===== src/rtl/stm_reg_sequencer_if.sv =====
// Store-multiple sequencer bus: command inputs, register-file read port and memory write beat.
interface stm_reg_sequencer_if;
  logic        start;
  logic [15:0] reg_list;
  logic [31:0] base_addr;
  logic [1:0]  mode;
  logic [3:0]  ra;
  logic [31:0] rd;
  logic        mem_we;
  logic        mem_ready;
  logic [31:0] mem_addr;
  logic [31:0] mem_wdata;
  logic        busy;
  logic        done;
  logic [31:0] wb_value;

  modport master (
    input  start, reg_list, base_addr, mode, rd, mem_ready,
    output ra, mem_we, mem_addr, mem_wdata, busy, done, wb_value
  );

  modport slave (
    output start, reg_list, base_addr, mode, rd, mem_ready,
    input  ra, mem_we, mem_addr, mem_wdata, busy, done, wb_value
  );
endinterface


===== src/rtl/stm_reg_sequencer.sv =====
// Store-multiple sequencer: writes the listed registers to memory in ascending order, one beat per accept.
// First beat two cycles after start; beats stall while mem_ready is low; done pulses one cycle after the last beat.
module stm_reg_sequencer (
  input  logic                clk,
  input  logic                reset_n,
  stm_reg_sequencer_if.master bus
);

  typedef enum logic [1:0] {
    IDLE  = 2'd0,
    SETUP = 2'd1,
    XFER  = 2'd2,
    DONE  = 2'd3
  } state_t;

  state_t      state;
  logic [15:0] list_q;
  logic [31:0] base_q;
  logic [1:0]  mode_q;
  logic [31:0] addr_q;
  logic [31:0] wb_q;
  logic [3:0]  ra_q;

  logic [4:0]  n_regs;
  logic [31:0] span;
  logic [31:0] first_addr;
  logic [31:0] wb_next;
  logic [15:0] list_rest;

  function automatic logic [4:0] popcount16(input logic [15:0] v);
    logic [4:0] c;
    c = '0;
    for (int i = 0; i < 16; i++) c = c + {4'd0, v[i]};
    return c;
  endfunction

  function automatic logic [3:0] lowest_idx(input logic [15:0] v);
    logic [3:0] idx;
    idx = '0;
    for (int i = 15; i >= 0; i--) if (v[i]) idx = 4'(i);
    return idx;
  endfunction

  // Block spans 4n bytes; decrementing modes place the lowest register at the bottom of that span.
  always_comb begin
    n_regs     = popcount16(list_q);
    span       = {25'd0, n_regs, 2'b00};
    wb_next    = mode_q[1] ? (base_q - span) : (base_q + span);
    first_addr = base_q;
    case (mode_q)
      2'b00:   first_addr = base_q;
      2'b01:   first_addr = base_q + 32'd4;
      2'b10:   first_addr = base_q - span + 32'd4;
      default: first_addr = base_q - span;
    endcase
    list_rest  = list_q & (list_q - 16'd1);
  end

  always_ff @(posedge clk) begin
    if (!reset_n) begin
      state  <= IDLE;
      list_q <= '0;
      base_q <= '0;
      mode_q <= '0;
      addr_q <= '0;
      wb_q   <= '0;
      ra_q   <= '0;
    end else begin
      case (state)
        IDLE: begin
          if (bus.start) begin
            list_q <= bus.reg_list;
            base_q <= bus.base_addr;
            mode_q <= bus.mode;
            state  <= SETUP;
          end
        end
        SETUP: begin
          wb_q   <= wb_next;
          addr_q <= first_addr;
          if (n_regs == 5'd0) begin
            state <= DONE;
          end else begin
            ra_q  <= lowest_idx(list_q);
            state <= XFER;
          end
        end
        XFER: begin
          if (bus.mem_ready) begin
            list_q <= list_rest;
            addr_q <= addr_q + 32'd4;
            if (list_rest == 16'd0) begin
              ra_q  <= '0;
              state <= DONE;
            end else begin
              ra_q  <= lowest_idx(list_rest);
            end
          end
        end
        default: state <= IDLE;
      endcase
    end
  end

  assign bus.ra        = ra_q;
  assign bus.mem_we    = (state == XFER);
  assign bus.mem_addr  = addr_q;
  assign bus.mem_wdata = (state == XFER) ? bus.rd : 32'd0;
  assign bus.busy      = (state != IDLE);
  assign bus.done      = (state == DONE);
  assign bus.wb_value  = wb_q;

endmodule


===== src/flat_wrapper.sv =====
// flat-port wrapper written by rule: the top's interface ports become plain ports
module stm_reg_sequencer_flat 
  (clk, reset_n, bus_start, bus_reg_list, bus_base_addr, bus_mode, bus_rd, bus_mem_ready, bus_ra, bus_mem_we, bus_mem_addr, bus_mem_wdata, bus_busy, bus_done, bus_wb_value);
  stm_reg_sequencer_if bus_i ();
  input  logic clk;
  input  logic reset_n;
  input wire logic [$bits(bus_i.start)-1:0] bus_start;
  input wire logic [$bits(bus_i.reg_list)-1:0] bus_reg_list;
  input wire logic [$bits(bus_i.base_addr)-1:0] bus_base_addr;
  input wire logic [$bits(bus_i.mode)-1:0] bus_mode;
  input wire logic [$bits(bus_i.rd)-1:0] bus_rd;
  input wire logic [$bits(bus_i.mem_ready)-1:0] bus_mem_ready;
  output wire logic [$bits(bus_i.ra)-1:0] bus_ra;
  output wire logic [$bits(bus_i.mem_we)-1:0] bus_mem_we;
  output wire logic [$bits(bus_i.mem_addr)-1:0] bus_mem_addr;
  output wire logic [$bits(bus_i.mem_wdata)-1:0] bus_mem_wdata;
  output wire logic [$bits(bus_i.busy)-1:0] bus_busy;
  output wire logic [$bits(bus_i.done)-1:0] bus_done;
  output wire logic [$bits(bus_i.wb_value)-1:0] bus_wb_value;
  assign bus_i.start = bus_start;
  assign bus_i.reg_list = bus_reg_list;
  assign bus_i.base_addr = bus_base_addr;
  assign bus_i.mode = bus_mode;
  assign bus_i.rd = bus_rd;
  assign bus_i.mem_ready = bus_mem_ready;
  assign bus_ra = bus_i.ra;
  assign bus_mem_we = bus_i.mem_we;
  assign bus_mem_addr = bus_i.mem_addr;
  assign bus_mem_wdata = bus_i.mem_wdata;
  assign bus_busy = bus_i.busy;
  assign bus_done = bus_i.done;
  assign bus_wb_value = bus_i.wb_value;
  stm_reg_sequencer u_core (.clk(clk), .reset_n(reset_n), .bus(bus_i));
endmodule

===== config.mk =====
export PLATFORM = sky130hd
export DESIGN_NAME = stm_reg_sequencer_flat
export DESIGN_NICKNAME = d
export VERILOG_FILES = /design/src/rtl/stm_reg_sequencer_if.sv /design/src/rtl/stm_reg_sequencer.sv /design/src/flat_wrapper.sv
export SDC_FILE = /design/constraint.sdc
export NUM_CORES = 1
export LEC_CHECK = 0
export BUFFER_PORTS_ARGS = -buffer_cell sky130_fd_sc_hd__buf_2
export CAP_MARGIN = 10
export CORE_MARGIN = 4
export CORE_UTILIZATION = 52
export DETAILED_ROUTE_END_ITERATION = 8
export PLACE_DENSITY = 0.72
export SLEW_MARGIN = 5
export SYNTH_ARGS = -nofsm -noshare
export SYNTH_HDL_FRONTEND = slang
export SYNTH_SLANG_ARGS = --single-unit
export TNS_END_PERCENT = 20

===== constraint.sdc =====
create_clock -name clk -period 15.9 [get_ports clk]
set_input_delay 1.59 -clock clk [delete_from_list [all_inputs] [get_ports clk]]
set_output_delay 1.59 -clock clk [all_outputs]
set_load 0.01 [all_outputs]

**Yosys cells after proc, flatten, opt, wreduce, memory -nomap -nowiden**

Cells that the tools add are included.

- $add $sub $neg: 21
- Equality and inequality tests: 9
- Mux-type cells: 49
- Bitwise gates (word level): 1
- Reduce and logical (&&, ||, !) cells: 12

Operator list:

| operator | number |
|---|---|
| two-way mux 4 bit | 35 |
| adder 32 x 3 -> 32 bit (second input constant) | 3 |
| two-way mux 32 bit | 3 |
| one-hot mux 32 bit (3 select lines) | 1 |
| adder 5 x 1 -> 5 bit | 14 |
| one-hot mux 32 bit (2 select lines) | 1 |
| adder 32 x 7 -> 32 bit | 1 |
| two-way mux 16 bit | 2 |
| one-hot mux 16 bit (2 select lines) | 1 |
| subtractor 32 x 7 -> 32 bit | 1 |
| bitwise AND 16 bit | 1 |
| zero test 16 bit | 1 |
| subtractor 16 x 1 -> 16 bit (second input constant) | 1 |
| AND reduction 3 bit | 3 |
| one-hot mux 4 bit (2 select lines) | 1 |
| == test 2 bit (second input constant) | 3 |
| two-way mux 2 bit | 3 |
| != test 2 bit (second input constant) | 3 |
| one-hot mux 2 bit (3 select lines) | 1 |
| nonzero test 2 bit | 3 |
| zero test 5 bit | 1 |
| == test 2 x 1 -> 1 bit (second input constant) | 2 |
| zero test 2 bit | 2 |
| AND reduction 2 bit | 2 |
| 3 further kinds | 3 |

- Flip-flop bits (word level): 120
- Bits of input ports: 86
- Output and inout port bits: 103
- Logic and storage cells: 99

**Longest topological paths before layout**

- Word-level depth: 21
- Depth in mapped cells: 28
- Mapped depth without buffers: 26

**Worst setup path before layout**

No wires, ideal clock.

- Path kind: flip-flop to flip-flop
- From: register u_core.list_q[0]
- To: register u_core.addr_q[16], in the netlist u_core.bus.mem_addr[16]
- Library setup time: 0.101 ns
- Arrival time: 6.544 ns
- Required time: 15.799 ns
- Setup slack: 9.255 ns
- Cell stages (with the launch flop): 24
- Buffers on the path: 1
- Period minus slack after synthesis: 6.645 ns
- Path through: dfxtp_1 -> inv_1 -> ha_1 -> inv_1 -> fa_1 -> inv_1 -> fa_1 -> fa_1 -> inv_1 -> fa_1 -> fa_1 -> fa_1 -> xnor2_1 -> inv_1 -> ha_1 -> buf_2 -> o311ai_1 -> nand3_1 -> xnor2_1 -> nor4_2 -> nand3_1 -> xnor2_1 -> mux2_2 -> o41ai_1

- Word-level cells in the longest chain between the ends: 19

Ends and longest elaborated chain:

| element | line | text |
|---|---|---|
| from (decl) | stm_reg_sequencer.sv:17 | `logic [15:0] list_q;` |
| from (signal assigned) | stm_reg_sequencer.sv:72 | `list_q <= bus.reg_list;` |
| from (signal assigned) | stm_reg_sequencer.sv:90 | `list_q <= list_rest;` |
| adder 1 x 1 -> 2 bit * | stm_reg_sequencer.sv:33 | `for (int i = 0; i < 16; i++) c = c + {4'd0, v[i]};` |
| adder 5 x 1 -> 5 bit * (14 in series) | stm_reg_sequencer.sv:33 |  |
| subtractor 32 x 7 -> 32 bit * | stm_reg_sequencer.sv:53, stm_reg_sequencer.sv:54 |  |
| adder 32 x 3 -> 32 bit | stm_reg_sequencer.sv:53 | `2'b10: first_addr = base_q - span + 32'd4;` |
| one-hot mux 32 bit (3 select lines) * | stm_reg_sequencer.sv:50 | `case (mode_q)` |
| one-hot mux 32 bit (2 select lines) * | stm_reg_sequencer.sv:69 | `case (state)` |
| to (signal assigned) | stm_reg_sequencer.sv:80 | `addr_q <= first_addr;` |
| to (signal assigned) | stm_reg_sequencer.sv:91 | `addr_q <= addr_q + 32'd4;` |
| to (decl) | stm_reg_sequencer.sv:20 | `logic [31:0] addr_q;` |

Every way passes the cells marked *; elsewhere a longest branch is shown, timed or not.
A chain may end at the register's enable or synchronous reset.

**Worst setup path after layout**

- From: register u_core.list_q[0]
- To: register u_core.addr_q[15], in the netlist u_core.bus.mem_addr[15]

The elaborated chain is that of the path after synthesis.

==> results by group <==
STA
  • # setup viols final: 0
  • Period utilization: 0.472
  • Final Skew: around 17 ps
  • Fin. max-slew vios: 0
  • Sum Neg Setup Slack: 0 ps
  • RSZ-0062 raised after global routing: no
  • Final min period: 7500 ps
  • Slew @ Worst Pin: about 960 ps
  • Max frequency: about 130 MHz
  • Relative slew slack: 0.360
  • Hold Vio Cnt, Final: 0

Setup path
  • Crit path required time: 16220 ps
  • Sum of buffers and inverters on the critical path: 5
  • Worst path depth: 22
  • Slowest CP cell: a211oi_1
  • Crit path cell chain: inv_1 -> ha_1 -> inv_1 -> fa_1 -> inv_1 -> fa_1 -> fa_1 -> inv_1 -> fa_1 -> fa_1 -> fa_1 -> inv_1 -> fa_1 -> xnor2_1 -> a21oi_1 -> a21boi_1 -> o21ai_1 -> a211oi_1 -> a21oi_1 -> nor4_1 -> and4b_1 -> o21a_1
  • Worst R2R Path Depth: 22
  • Critical Path End Type: flop
  • Slowest cell delay on critical path: 690 ps
  • Arr. time, crit path: 7820 ps
  • CP Max Fanout: 7
  • Critical path type: flop to flop
  • CP most frequent cell: fa_1
  • Critical path startpoint category: flop
  • Top cell family by delay on the critical path: adder cells

Global route
  • GRT Util Overall: 0.313
  • Vias in the first global route: between 10000 and 15000
  • Pin count of the biggest net entering global routing: between 60 and 70
  • GR Overflow Total: 0
  • First-pass GRT wire length: around 56 mm
  • Initial antenna violation count: 0

Clocking
  • Post-cts resize count: 0
  • Clock Root Buffer: clkbuf_16
  • CTS sink cnt: 120
  • Postcts setup bufs: 0
  • Clock latency on the worst-skew pair: 430 ps
  • Clk slew on worst S/H paths: approximately 60 ps
  • H-tree Lvls: 4
  • CTS tree: built
  • TritonCTS Buffers: 17
  • Hold-fix buffers at CTS: 0
  • Max clock buf depth: 2

Floorplan
  • Die width: 148 um
  • FP Rows: 50
  • I/O pins: 189
  • Die area: between 20000 and 25000 um2
  • Starting Density: 0.537
  • Total core area: around 19000 um2
  • Overall die height: about 150 um

Routing
  • Antenna viol nets, final: 0
  • Post-DR wirelength/cell: just under 20 um
  • Initial DRC count: between 700 and 800
  • DRC errors left: 0
  • Vias per cell: ~6.3
  • Final WL: around 35 mm
  • Via count: 11400
  • DR pass1 iterations: 6

Synthesis
  • Synth unique cells: around 90
  • Largest family of logic cells by synthesized area: simple AND/OR/NAND/NOR gates
  • Syn_area_per_cell: 7.15 um2
  • Seq/Total Area, Yosys: 0.235
  • Fraction of registers with async set/reset: 0
  • Synth Area in Simple Gates: 0.289
  • EDFF count, synth: 0
  • Post-Synth Adder-Cell Area: 0.0566
  • Synth warn: 0
  • Mux contribution to synthesized area: 0.0364
  • Synth Register Bits: 120
  • Most used DFF post-synth: dfxtp_1
  • Post-Syn Instances: roughly 1400
  • Synthesized Nets: 1554
  • Synth Area in Compound Gates: 0.255
  • Xor/xnor share of the synthesized area: 0.0651
  • Mapped cell area: 10200 um2

Finish
  • Area growth, synth to finish: 15.3%
  • Ant diodes: 0
  • Layout cells sized above 1: 0.172
  • Net count, final: 1674

Place
  • Placer congestion estimate: 1.04
  • Hpwl dp: about 26 mm
  • PortBufs: around 190

Worst hold path
  • WHS Path Cells: 2
  • Hold Crit Class: flop to flop

Run
  • MaxCap Viol Count: 0

Outcome
  • Status: finished, final reports clean
## worst reg2reg max path, cell delays in order, from the launching register on
cell and delay, ps:
dfxtp_1 430, inv_1 100, ha_1 280, inv_1 40
fa_1 480, inv_1 50, fa_1 470, fa_1 520
inv_1 50, fa_1 450, fa_1 430, fa_1 530
inv_1 110, fa_1 520, xnor2_1 190, a21oi_1 300
a21boi_1 580, o21ai_1 290, a211oi_1 700, a21oi_1 180
nor4_1 250, and4b_1 250, o21a_1 180
## path summary, 6_finish.rpt
| kind | from | to | slack (ps) |
|---|---|---|---|
| worst min register to register | u_core.base_q[1] | u_core.base_q[1] | 460 |
| worst min-delay path | u_core.base_q[1] | u_core.base_q[1] | 460 |
| worst max-delay path | u_core.list_q[0] | u_core.bus.mem_addr[15] | 8400 |
| worst max register to register | u_core.list_q[0] | u_core.bus.mem_addr[15] | 8400 |
## synthesized netlist by cell type, types with 23 or more instances
| cell | count | area (um2) |
|---|---|---|
| mux2i_1 | 36 | 360 |
| nor2_1 | 125 | 469 |
| and2_1 | 41 | 257 |
| a21oi_1 | 134 | 671 |
| nand2_1 | 176 | 661 |
| nor3_1 | 37 | 185 |
| a211oi_1 | 29 | 218 |
| nand3_1 | 65 | 325 |
| inv_1 | 56 | 210 |
| clkbuf_1 | 83 | 312 |
| ha_1 | 27 | 338 |
| a31oi_1 | 24 | 150 |
| o21ai_0 | 72 | 360 |
| xnor2_1 | 53 | 464 |
| nand4_1 | 25 | 156 |
| nor4_1 | 23 | 144 |
| dfxtp_1 | 120 | 2400 |
## area by class of cell
| cell class | count | area (um2) |
|---|---|---|
| clock buffer | 17 | 425 |
| sequential | 120 | 2400 |
| fill | 1901 | 7240 |
| timing repair buffer | 205 | 1070 |
| tap | 260 | 325 |
| inverter | 59 | 221 |
| multi-input combinational | 1146 | 7190 |
| clock inverter | 15 | 145 |
## layout by cell type, fill, tap and decap left out, types with 8 or more instances in the layout
cell       netlist  routed
buf_2            9     188
nand2_1        176     176
a21oi_1        134     134
nor2_1         125     124
dfxtp_1        120     120
o21ai_0         72      72
nand3_1         65      65
inv_1           56      56
xnor2_1         53      53
and2_1          41      41
nor3_1          37      37
mux2i_1         36      36
a211oi_1        29      29
nand4_1         25      25
ha_1            27      25
a31oi_1         24      24
nor4_1          23      23
xor2_1          21      21
and3_1          20      20
clkbuf_16        0      17
buf_4            0      17
or3_1           14      14
o211ai_1        14      14
nor2b_1         12      12
fa_1            12      12
o31ai_1         11      11
a32oi_1          9       9
nand2b_1         8       8
a221oi_1         8       8
a22oi_1          8       8
## stage by stage
stage	hold WS [ps]	cells	util	worst slack, ps	instance area (um2)
floorplan	436	1429	-	9260	10200
global placement	445	1790	0.589	8640	11200
detailed placement	447	1790	0.589	8520	11200
CTS	455	1822	0.619	8480	11800
global route	495	1822	0.619	7970	11800
finish	458	1822	0.619	8400	11800
## kinds of logic (layout without fill, tap and decap cells)
| kind of cell | Yosys count | count (layout) |
|---|---|---|
| adder cells (fa/ha/maj) | 39 | 39 |
| AO/OA/AOI/OAI | 403 | 403 |
| XOR/XNOR | 75 | 75 |
| multiplexers | 37 | 37 |
| AND/OR/NAND/NOR | 592 | 592 |
| buffers and inverters | 163 | 296 |
| flip-flops | 120 | 120 |
## metal layers
layer  wire length (um)  share of wire  vias to the layer above  GRT usage
li1                   -              -                     5421          -
met1              13700           0.39                     5346      0.375
met2              17500           0.50                      531      0.557
met3               2540          0.072                       95     0.0475
met4               1460          0.041                        0      0.138
met5                  0              0                        -          0
## flip-flops by register name, summed over array words and instances, names as in the netlist
name                 cells
u_core.bus.wb_value     32
u_core.list_q           16
u_core.bus.mem_addr     32
u_core.state             2
u_core.mode_q            2
u_core.base_q           32
u_core.bus.ra            4
Power is left out: the tool's default activity adds up to more than one toggle a clock period on the data nets, which glitch-free logic cannot reach.
